## src/rtl/kl_branch_pkg.sv

```systemverilog
// Shared definitions for the delayed-branch resolve logic: condition codes,
// resolve FSM states, the pipeline entry record and the HALT head constant.
package kl_branch_pkg;

    localparam logic [2:0] COND_NV = 3'd0;
    localparam logic [2:0] COND_AL = 3'd1;
    localparam logic [2:0] COND_EQ = 3'd2;
    localparam logic [2:0] COND_NE = 3'd3;
    localparam logic [2:0] COND_LT = 3'd4;
    localparam logic [2:0] COND_LE = 3'd5;
    localparam logic [2:0] COND_GT = 3'd6;
    localparam logic [2:0] COND_GE = 3'd7;

    // HALT_immediately head (8'b001_00_111) placed in bits [15:8] of a word
    localparam logic [15:0] HALT_HEAD = 16'h2700;

    typedef enum logic [1:0] {
        RUN    = 2'd0,
        INJECT = 2'd1,
        DRAIN  = 2'd2
    } brs_state_t;

    typedef struct packed {
        logic        vld;
        logic [15:0] word;
        logic [2:0]  cond;
    } entry_t;

    localparam int ENTRY_W = $bits(entry_t);

endpackage

```

## src/rtl/cond_eval.sv

```systemverilog
// Evaluates a 3-bit branch condition code against the N/V/Z flags.
module cond_eval
    import kl_branch_pkg::*;
(
    input  logic [2:0] cond,
    input  logic       N,
    input  logic       V,
    input  logic       Z,
    output logic       true
);

    logic lt;
    logic le;

    assign lt = N ^ V;
    assign le = lt | Z;

    // Decode the condition code into a single taken/not-taken bit
    always_comb begin
        true = 1'b0;
        case (cond)
            COND_NV: true = 1'b0;
            COND_AL: true = 1'b1;
            COND_EQ: true = Z;
            COND_NE: true = ~Z;
            COND_LT: true = lt;
            COND_LE: true = le;
            COND_GT: true = ~le;
            COND_GE: true = ~lt;
            default: true = 1'b0;
        endcase
    end

endmodule

```

## src/rtl/vDFF_en.sv

```systemverilog
// Generic register with synchronous active-high clear and load enable.
module vDFF_en #(
    parameter int WIDTH = 1
) (
    input  logic             clk,
    input  logic             rst,
    input  logic             en,
    input  logic [WIDTH-1:0] d,
    output logic [WIDTH-1:0] q
);

    // Clear wins over enable so a reset always lands even while stalled
    always_ff @(posedge clk) begin
        if (rst)
            q <= '0;
        else if (en)
            q <= d;
    end

endmodule

```

## src/rtl/branch_resolve_unit.sv

```systemverilog
// Resolves delayed branches for two issue lanes: tracks entries through
// stages 2 and 3, evaluates conditions at stage 3 and, on a taken branch,
// flushes younger work and injects the branch word into the IR path.
module branch_resolve_unit
    import kl_branch_pkg::*;
(
    input  logic        clk,
    input  logic        rst,
    input  logic        adv,
    input  logic [15:0] p0_db_in,
    input  logic [2:0]  p0_cond_in,
    input  logic        p0_vld_in,
    input  logic [15:0] p1_db_in,
    input  logic [2:0]  p1_cond_in,
    input  logic        p1_vld_in,
    input  logic        N,
    input  logic        V,
    input  logic        Z,
    output logic        p0_do_delayed_B,
    output logic        p1_do_delayed_B,
    output logic [15:0] inject_IR,
    output logic        flush_out,
    output logic        busy
);

    brs_state_t  state;
    logic [15:0] latched_word;
    logic        latched_lane;

    entry_t p0_e1, p0_e2, p1_e1, p1_e2;
    entry_t p0_e1_next, p0_e2_next, p1_e1_next, p1_e2_next;

    logic p0_true, p1_true;
    logic hit_p0, hit_p1, any_hit;
    logic commit;
    logic shift_in;

    cond_eval u_cond_p0 (
        .cond (p0_e2.cond),
        .N    (N),
        .V    (V),
        .Z    (Z),
        .true (p0_true)
    );

    cond_eval u_cond_p1 (
        .cond (p1_e2.cond),
        .N    (N),
        .V    (V),
        .Z    (Z),
        .true (p1_true)
    );

    // Invalid entries never hit; a hit only counts while running and advancing
    assign hit_p0   = p0_e2.vld & p0_true;
    assign hit_p1   = p1_e2.vld & p1_true;
    assign any_hit  = hit_p0 | hit_p1;
    assign commit   = (state == RUN) & adv & any_hit & ~rst;
    assign shift_in = (state == RUN) & ~any_hit;

    // Normal shifting only in RUN without a hit; a redirect empties both stages
    always_comb begin
        p0_e1_next = '0;
        p1_e1_next = '0;
        p0_e2_next = '0;
        p1_e2_next = '0;
        if (shift_in) begin
            p0_e1_next = '{vld: p0_vld_in, word: p0_db_in, cond: p0_cond_in};
            p1_e1_next = '{vld: p1_vld_in, word: p1_db_in, cond: p1_cond_in};
            p0_e2_next = p0_e1;
            p1_e2_next = p1_e1;
        end
    end

    vDFF_en #(.WIDTH(ENTRY_W)) u_p0_e1 (.clk(clk), .rst(rst), .en(adv), .d(p0_e1_next), .q(p0_e1));
    vDFF_en #(.WIDTH(ENTRY_W)) u_p0_e2 (.clk(clk), .rst(rst), .en(adv), .d(p0_e2_next), .q(p0_e2));
    vDFF_en #(.WIDTH(ENTRY_W)) u_p1_e1 (.clk(clk), .rst(rst), .en(adv), .d(p1_e1_next), .q(p1_e1));
    vDFF_en #(.WIDTH(ENTRY_W)) u_p1_e2 (.clk(clk), .rst(rst), .en(adv), .d(p1_e2_next), .q(p1_e2));

    // Redirect FSM: latch the older winning lane, then inject and drain
    always_ff @(posedge clk) begin
        if (rst) begin
            state        <= RUN;
            latched_word <= '0;
            latched_lane <= 1'b0;
        end else if (adv) begin
            case (state)
                RUN: begin
                    if (any_hit) begin
                        state        <= INJECT;
                        latched_word <= hit_p0 ? p0_e2.word : p1_e2.word;
                        latched_lane <= ~hit_p0;
                    end
                end
                INJECT:  state <= DRAIN;
                DRAIN:   state <= RUN;
                default: state <= RUN;
            endcase
        end
    end

    assign inject_IR       = (state == INJECT) ? latched_word : 16'h0000;
    assign p0_do_delayed_B = (state == INJECT) & ~latched_lane;
    assign p1_do_delayed_B = (state == INJECT) &  latched_lane;
    assign flush_out       = (state == INJECT) | commit;
    assign busy            = (state != RUN);

endmodule

```

## config.mk

```make
export PLATFORM = sky130hd
export DESIGN_NAME = branch_resolve_unit
export DESIGN_NICKNAME = d
export VERILOG_FILES = /design/src/rtl/kl_branch_pkg.sv /design/src/rtl/cond_eval.sv /design/src/rtl/vDFF_en.sv /design/src/rtl/branch_resolve_unit.sv
export SDC_FILE = /design/constraint.sdc
export NUM_CORES = 1
export LEC_CHECK = 0
export CORE_MARGIN = 2
export CORE_UTILIZATION = 55
export CTS_BUF_LIST = sky130_fd_sc_hd__clkbuf_4 sky130_fd_sc_hd__clkbuf_8
export DETAILED_ROUTE_END_ITERATION = 8
export PLACE_DENSITY_LB_ADDON = 0.08
export SLEW_MARGIN = 20
export SYNTH_ARGS = -nofsm -noshare
export SYNTH_HDL_FRONTEND = slang
export SYNTH_SLANG_ARGS = --single-unit
export TNS_END_PERCENT = 1
```

## constraint.sdc

```tcl
create_clock -name clk -period 6.6 [get_ports clk]
set_input_delay 0.99 -clock clk [delete_from_list [all_inputs] [get_ports clk]]
set_output_delay 0.99 -clock clk [all_outputs]
set_load 0.01 [all_outputs]
```

==> metrics.md <==
| Metric | Value |
|---|---|
| Largest cells by area after synthesis | dfxtp_1 44%, and3_1 11%, a32oi_1 9.3% |
| Pwr Density | 208 nW/µm² |
| Top cell type's share of synthesized area | 43.6% |
| Mux contribution to synthesized area | 0.441% |
| Via count | 4142 |
| RR Startpoint | u_p0_e2.q[2] |
| Syn Area/Cell | 8.21 µm² |
| Post-CTS sizing | 0 |
| CTS root buf | clkbuf_8 |
| DR pass1 iterations | 4 |
| R2R depth | 6 |
| Layout cells sized above 1 | 5.72% |
| Port Buffers | 65 |
| DR WL/cell | approximately 16 µm |
| GRT Total Usage | 24.6% |
| IO Pins | 66 |
| Yosys warns | 0 |
| Final core utilization | 65.6% |
| Starting Density | 56.1% |
| CP max FO | 18 |
| Hold depth | 2 |
| Most frequent cells in the layout | 99 x dfxtp_1, 80 x and3_1, 68 x nand2_1 |
| H-tree depth | 3 |
| Placer Congestion | 0.798 |
| Synth Register Bits | ~100 |
| Area grow syn2layout | 16.9% |
| Detailed Route WL | 10800 µm |
| Nets | 618 |
| Status | completed |
| Final setup fails | 0 |
| Vias in the first global route | around 3700 |
| Post-Synth XOR/XNOR Area | less than 1% |
| Hold Vio Cnt, Final | 0 |
| Fin crit share | between 70% and 80% |
| Clk sinks | 99 |
| Complex-gate fraction of the synthesized area | 20.3% |
| Synth Area in Simple Gates | between 20% and 30% |
| # fillers | 745 |
| CP Class | input pin to output port |
| CTS buffer count | 9 |
| Die W | 94.9 µm |
| Via density per instance | 6.07 |
| Main synth FF type | dfxtp_1 |
| Area of the core | just over 8000 µm² |
| Number of synthesized flops with an enable pin | 0 |
| Combinational family with the most area after synthesis | simple AND/OR/NAND/NOR gates |
| Commonest non-fill, non-tap cell in the layout | dfxtp_1 |
| CP Launch Type | input pin |
| CP required | 5610 ps |
| Fmax | 204 MHz |
| Hpwl dp | ~6300 µm |
| Layout Skew | 16.5 ps |
| Crit path time final | 4900 ps |
| Flop2flop setup slack | roughly 4000 ps |
| Slew @ Worst Pin | just over 1000 ps |
| Die ar. | 9000 µm² |
| Arrival time at the worst endpoint | approximately 3900 ps |
| DRC errors left | 0 |
| Post-synthesis sequential area ratio | 43.6% |
| Crit Reg-Reg Endpoint | latched_word[8] |
| Antenna-violating nets left | 0 |
| Reg clk slew, reported paths | 90 ps |
| CP Capture Type | output port |
| # rows | 33 |
| Hold Path Origin | u_p0_e2.q[10] |
| Cts hold-fix bufs | 0 |
| Area leader, netlist | dfxtp_1 |
| Largest net degree at the start of global routing | 100 |
| Antenna diodes | 0 |
| CTS tree | done |
| RSZ-0062 raised after global routing | false |
| Hold Path Class | flop to flop |
| Die span in y | between 90 and 100 µm |
| Clk buf depth | 2 |
| Max-cap violations | 0 |
| Post-CTS Setup Bufs | 0 |
| Ys async rst share | 0% |
| Global-route wire length before repair | ~18000 µm |
| Synth Cell Area | 4540 µm² |
| Leak | about 0.0020 µW |
| TNS Setup | 0 ps |
| Post-synthesis adder-cell area fraction | 0% |
| Syn Inst Count | 553 |
| Synth unique cells | 34 |
| Hold Crit Endpoint | u_p0_e2.q[10] |
| Slew margin rel. | 31.3% |
| Initial antenna violation count | 0 |
| Fin. max-slew vios | 0 |
| VDD IR-drop max | 0.120 mV |
| GRT Residual Overflow | 0 |
| Post-Syn Nets | 599 |
| First-iteration detailed-routing DRC count | 305 |
| Clk_lat worst skew | 360 ps |
[state kept, by name (all words and copies together) (netlist names)]
name / flops
u_p1_e2.q: 20
u_p0_e2.q: 20
latched_lane: 1
u_p0_e1.q: 20
latched_word: 16
u_p1_e1.q: 20
state: 2
[synth_stat cells (2+ instances only)]
| master | number |
|---|---|
| a211oi_1 | 18 |
| o21a_1 | 3 |
| inv_1 | 2 |
| and3_1 | 80 |
| mux2i_1 | 2 |
| nand3_1 | 32 |
| and2_1 | 17 |
| clkbuf_1 | 45 |
| a21oi_1 | 32 |
| dfxtp_1 | 99 |
| nor2_1 | 52 |
| a311oi_1 | 16 |
| nand2_1 | 68 |
| buf_1 | 11 |
| a32oi_1 | 48 |
| buf_2 | 7 |
| nor2b_1 | 4 |
[worst max-delay path: stages]
cell	delay (ps)
clkdlybuf4s50_1	450
xor2_2	220
o211a_1	280
or4_2	730
a21oi_4	500
a21o_1	200
clkdlybuf4s50_1	530
[where the power goes]
group,total [µW],switching (µW),internal [µW]
Combinational,111,53.7,57.5
Sequential,631,12.3,619
Clock,363,211,153
[kinds of logic (layout without fill, tap and decap cells)]
group	Yosys count	after routing
AND/OR/NAND/NOR	261	261
AO/OA/AOI/OAI	122	122
flip-flops	99	99
buffers and inverters	67	91
XOR/XNOR	2	2
multiplexers	2	2
[stage by stage]
stage                     hold slack (ps)  std cells  worst slack (ps)  area [µm²]  power [µW]
final                                 472        682              1700        5310        1110
after global routing                  491        682              1610        5310        1150
after CTS                             471        682              1730        5310        1110
after detailed placement              457        666              1740        5130         756
after global placement                452        666              1760        5130         753
after floorplan                       442        553              2980        4540         714
[final cells by class]
| type | instances | area (µm²) | share of cell area [%] |
|---|---|---|---|
| multi-input combinational | 387 | 2310 | 43.5 |
| sequential | 99 | 1980 | 37.3 |
| timing repair buffer | 72 | 693 | 13.1 |
| clock buffer | 11 | 145 | 2.73 |
| tap | 105 | 131 | 2.47 |
| clock inverter | 5 | 36.3 | 0.683 |
| inverter | 3 | 11.3 | 0.212 |
[how the worst max path moves through the flow]
stage / from / end / slack, ps / cells after the start
after floorplan: V / flush_out / 2980 / 7
after global placement: V / flush_out / 1760 / 7
after detailed placement: V / flush_out / 1740 / 7
after CTS: V / flush_out / 1730 / 7
after global routing: V / flush_out / 1610 / 7
final: V / flush_out / 1700 / 7
[routing by layer]
metal / GRT usage (%) / wire [µm] / up-vias
li1: - / - / 2046
met1: 35.4 / 5120 / 1989
met2: 38.8 / 5170 / 100
met3: 3.27 / 426 / 7
met4: 6.52 / 80 / 0
met5: 0 / 0 / -
Note: power is estimated with default switching activity, not from simulation.
==> variant 1, RTL diff (same flow settings) <==
Register the outputs `p0_do_delayed_B`, `p1_do_delayed_B`, `inject_IR`, `flush_out` and `busy`, without a reset; this adds one clock of latency there.
--- a/src/rtl/branch_resolve_unit.sv
+++ b/src/rtl/branch_resolve_unit.sv
@@ -99,11 +99,13 @@
         end
     end
 
-    assign inject_IR       = (state == INJECT) ? latched_word : 16'h0000;
-    assign p0_do_delayed_B = (state == INJECT) & ~latched_lane;
-    assign p1_do_delayed_B = (state == INJECT) &  latched_lane;
-    assign flush_out       = (state == INJECT) | commit;
-    assign busy            = (state != RUN);
+    always_ff @(posedge clk) begin
+        p0_do_delayed_B <= (state == INJECT) & ~latched_lane;
+        p1_do_delayed_B <= (state == INJECT) &  latched_lane;
+        inject_IR       <= (state == INJECT) ? latched_word : 16'h0000;
+        flush_out       <= (state == INJECT) | commit;
+        busy            <= (state != RUN);
+    end
 
 endmodule
 
Function: changed (a bounded check fails within 4 cycles, from zero or initial values and one cycle with rst high).
==> variant 1 against the unedited design <==
  * Die area fell by 5.3%
  * Power rose by 38%
  * Cell area fell by 1.0%
  * Sequential cell count rose by 20
  * Worst setup slack improved by 1.4 ns
  * Utilization rose by 3.1 points
  * Global-route usage fell by 2.1 points
  * Wire length fell by 15%
  * Largest power group unchanged
  * Area after synthesis fell by 5.5%
==> variant 1: results <==
[layout]
regArea_um2 = 2380
fin_nets = 485
nNonClkBuffers = 69
fill_cells = 576
multi_input_gates = 229
num-clock-buffers = 21
fin_util_pct = 68.7
fin_cells = 552
nonClkBufAreaFrac_pct = 13.0
drive_above_1_share_pct = 9.56
multiInputGateArea_um2 = 1640
clock_area_share_pct = 7.76

[logic_synthesis]
seq_area_frac_synth_pct = 55.5
avgSynthCellArea_um2 = 11.2
synth_cell_types = 33
synthTopCellsByArea = dfxtp_1 56%, a22o_1 17%, buf_12 4.2%
muxShareOfSynthArea_pct = 0.467
syn_nets = 430
synthTopCellsByCount = 119 x dfxtp_1, 81 x a22o_1, 38 x nor2_1, 22 x clkbuf_1, 18 x and2_1
synth_flop_cell = dfxtp_1
synthXorXnorAreaFrac_pct = 0.204

[status]
status = completed

[min_path]
holdPathEnd = latched_lane$_SDFFE_PP0P_
worstHoldStart = latched_lane$_SDFFE_PP0P_

[clock_network]
h-tree-depth = 4
path_clk_slew_ns = 0.07
cts_buffers = 17
cts_sinks = 119
clkLatencyLatePin_ns = 0.43

[global_routing]
grt_max_degree = 81
grtUsageMet2_pct = 34.5
grt_use_total_pct = 22.5
grtUsageMet3_pct = 6.27
grt_pass1_wl_mm = 14.8
grt_pass1_vias = 2992
use_met1_pct = 28.8

[setup_path]
cp_data_arrival_time_ns = 3.87
reg2reg_depth = 5
cp_max_fo = 80
reg2reg_to = u_p0_e1.q[17]$_SDFFE_PP0P_
reg2reg_from = u_p0_e2.q[0]$_SDFFE_PP0P_
r2r_slack_ns = 3.88

[place]
place_inst = 522
dp_hpwl_mm = 5.61
placed_area_um2 = 4830
gp_congestion = 0.833

[floorplan]
row_count = 32

[sta]
worst_pin_slew_ns = 0.850
hold_ws_ns = 0.469
skew_ns = 0.0120
max_freq_ghz = 0.286

[routing]
viasPerCell = 5.85
drt_iter0_markers = 188
wl_met2_mm = 4.46
dr_wl_met3_um = 434
drt_wl_total_mm = 9.16
dr.pass1.iters = 5

[power_and_ir_drop]
p_leak_nw = 2.01
ir_worst_vdd_mv = 0.155
==> variant 1: how the worst max path moves through the flow <==
stage                                 endpoint  depth (start not counted)  from
finish              u_p0_e1.q[17]$_SDFFE_PP0P_                          6     Z
global route        u_p1_e1.q[16]$_SDFFE_PP0P_                          6     V
CTS                 u_p0_e2.q[17]$_SDFFE_PP0P_                          6     Z
detailed placement   u_p1_e1.q[4]$_SDFFE_PP0P_                          6     Z
global placement     u_p1_e1.q[0]$_SDFFE_PP0P_                          6     Z
floorplan            u_p1_e1.q[7]$_SDFFE_PP0P_                          7     N
==> variant 1: power by group <==
| group | total [mW] | internal (mW) | switching, mW |
|---|---|---|---|
| registers | 0.760 | 0.743 | 0.0163 |
| clock network | 0.676 | 0.401 | 0.275 |
| logic | 0.0942 | 0.0523 | 0.0420 |
| total | 1.53 | 1.20 | 0.333 |
==> variant 1: critical path: stages <==
cell	delay, ns
clkdlybuf4s50_1	0.58
nand2b_1	0.11
and4_1	0.26
o31ai_4	0.69
and4_4	0.95
a22o_1	0.26
==> variant 2, RTL diff (config.mk and constraints unchanged) <==
Without the edit above. Encoding of `brs_state_t`: now one-hot (3 bits for 3 states).
--- a/src/rtl/kl_branch_pkg.sv
+++ b/src/rtl/kl_branch_pkg.sv
@@ -14,10 +14,10 @@
     // HALT_immediately head (8'b001_00_111) placed in bits [15:8] of a word
     localparam logic [15:0] HALT_HEAD = 16'h2700;
 
-    typedef enum logic [1:0] {
-        RUN    = 2'd0,
-        INJECT = 2'd1,
-        DRAIN  = 2'd2
+    typedef enum logic [2:0] {
+        RUN    = 3'b001,
+        INJECT = 3'b010,
+        DRAIN  = 3'b100
     } brs_state_t;
 
     typedef struct packed {
Function: same outputs for any inputs over 4 cycles, from zero or initial values and one cycle with rst high; so few cycles prove little.
==> variant 2 against the unedited design <==
  * Area after synthesis fell by 18%
  * Sequential cell count is 1 higher
  * Utilization up 4.7 points
  * Wire length decreased by 33%
  * Critical path type unchanged
  * Power grew 5.0%
  * Largest power group unchanged
  * Via count shrank 37%
  * Worst setup slack improved by 0.41 ns
  * Cell area decreased by 14%
==> variant 2: results <==
[status]
status = completed

[place]
gp_congestion = 0.785
dp_slack_ns = 2.15
placed_area_um2 = 4310
place_inst = 436
portBuffers = 65
dp_hpwl_mm = 4.72

[sta]
slew_headroom_pct = 40.0
skew_ns = 0.0121

[routing]
detail_route.wl_per_cell_um = 16.1
viasPerCell = 5.80
drt_iter0_markers = 178
drt_wl_total_mm = 7.28

[power_and_ir_drop]
p_leak_nw = 1.86
ir_worst_vdd_mv = 0.157
switching_power_mw = 0.253

[layout]
drive_above_1_share_pct = 27.2
fin_nets = 416

[setup_path]
slowest_delay_ns = 0.58
cp_data_arrival_time_ns = 3.50
slowest_stage = clkdlybuf4s50_1

[logic_synthesis]
seq_area_frac_synth_pct = 53.9
synthTopCellsByArea = dfxtp_1 54%, a22o_2 16%, o221a_2 4.8%
netlist_instances = 320
synth_cell_types = 40
syn_nets = 366

[clock_network]
cts_hold_buf = 0

[global_routing]
grt_use_total_pct = 19.9
grt_pass1_wl_mm = 11.7
grt_max_degree = 81
==> variant 2: per-layer routing <==
metal / global-route usage (%) / part of all wire (%) / up-vias
met4: 7.53 / 1.2 / 0
li1: - / - / 1335
met5: 0 / 0 / -
met3: 4.48 / 4.6 / 6
met2: 26.5 / 41 / 65
met1: 31.0 / 53 / 1217
==> variant 2: final cells by class <==
cell class              count  area (um2)
flip-flops and latches    100        2000
fillers                   505        1920
multi-input cells         191        1550
repair buffers             67         666
clock buffers              11         145
well taps                  77        96.3
clock inverters             5        85.1
inverters                   1        3.75
==> variant 2: path summary, 6_finish.rpt <==
path | from | to | slack, ns | cells past startpoint
setup / recovery | V | flush_out | 2.11 | 7
hold / removal | u_p1_e1.q[8]$_SDFFE_PP0P_ | u_p1_e2.q[8]$_SDFFE_PP0P_ | 0.48 | 1
setup reg to reg | u_p0_e2.q[2]$_SDFFE_PP0P_ | u_p1_e1.q[18]$_SDFFE_PP0P_ | 3.57 | 6
hold reg to reg | u_p1_e1.q[8]$_SDFFE_PP0P_ | u_p1_e2.q[8]$_SDFFE_PP0P_ | 0.48 | 1
==> variant 2: kinds of logic after synthesis <==
group,Yosys count,synth area share [%]
simple gates,60,9.43
buf+inv,29,4.85
mux,3,0.808
compound gates,127,30.8
flops,100,53.9
xor+xnor,1,0.236
==> variant 2: power groups by stage <==
stage	registers [mW]	logic, mW	clock network [mW]
global route	0.645	0.0948	0.460
detailed placement	0.656	0.0870	0
CTS	0.642	0.0875	0.434
floorplan	0.651	0.0557	0
finish	0.643	0.0869	0.431
global placement	0.656	0.0850	0
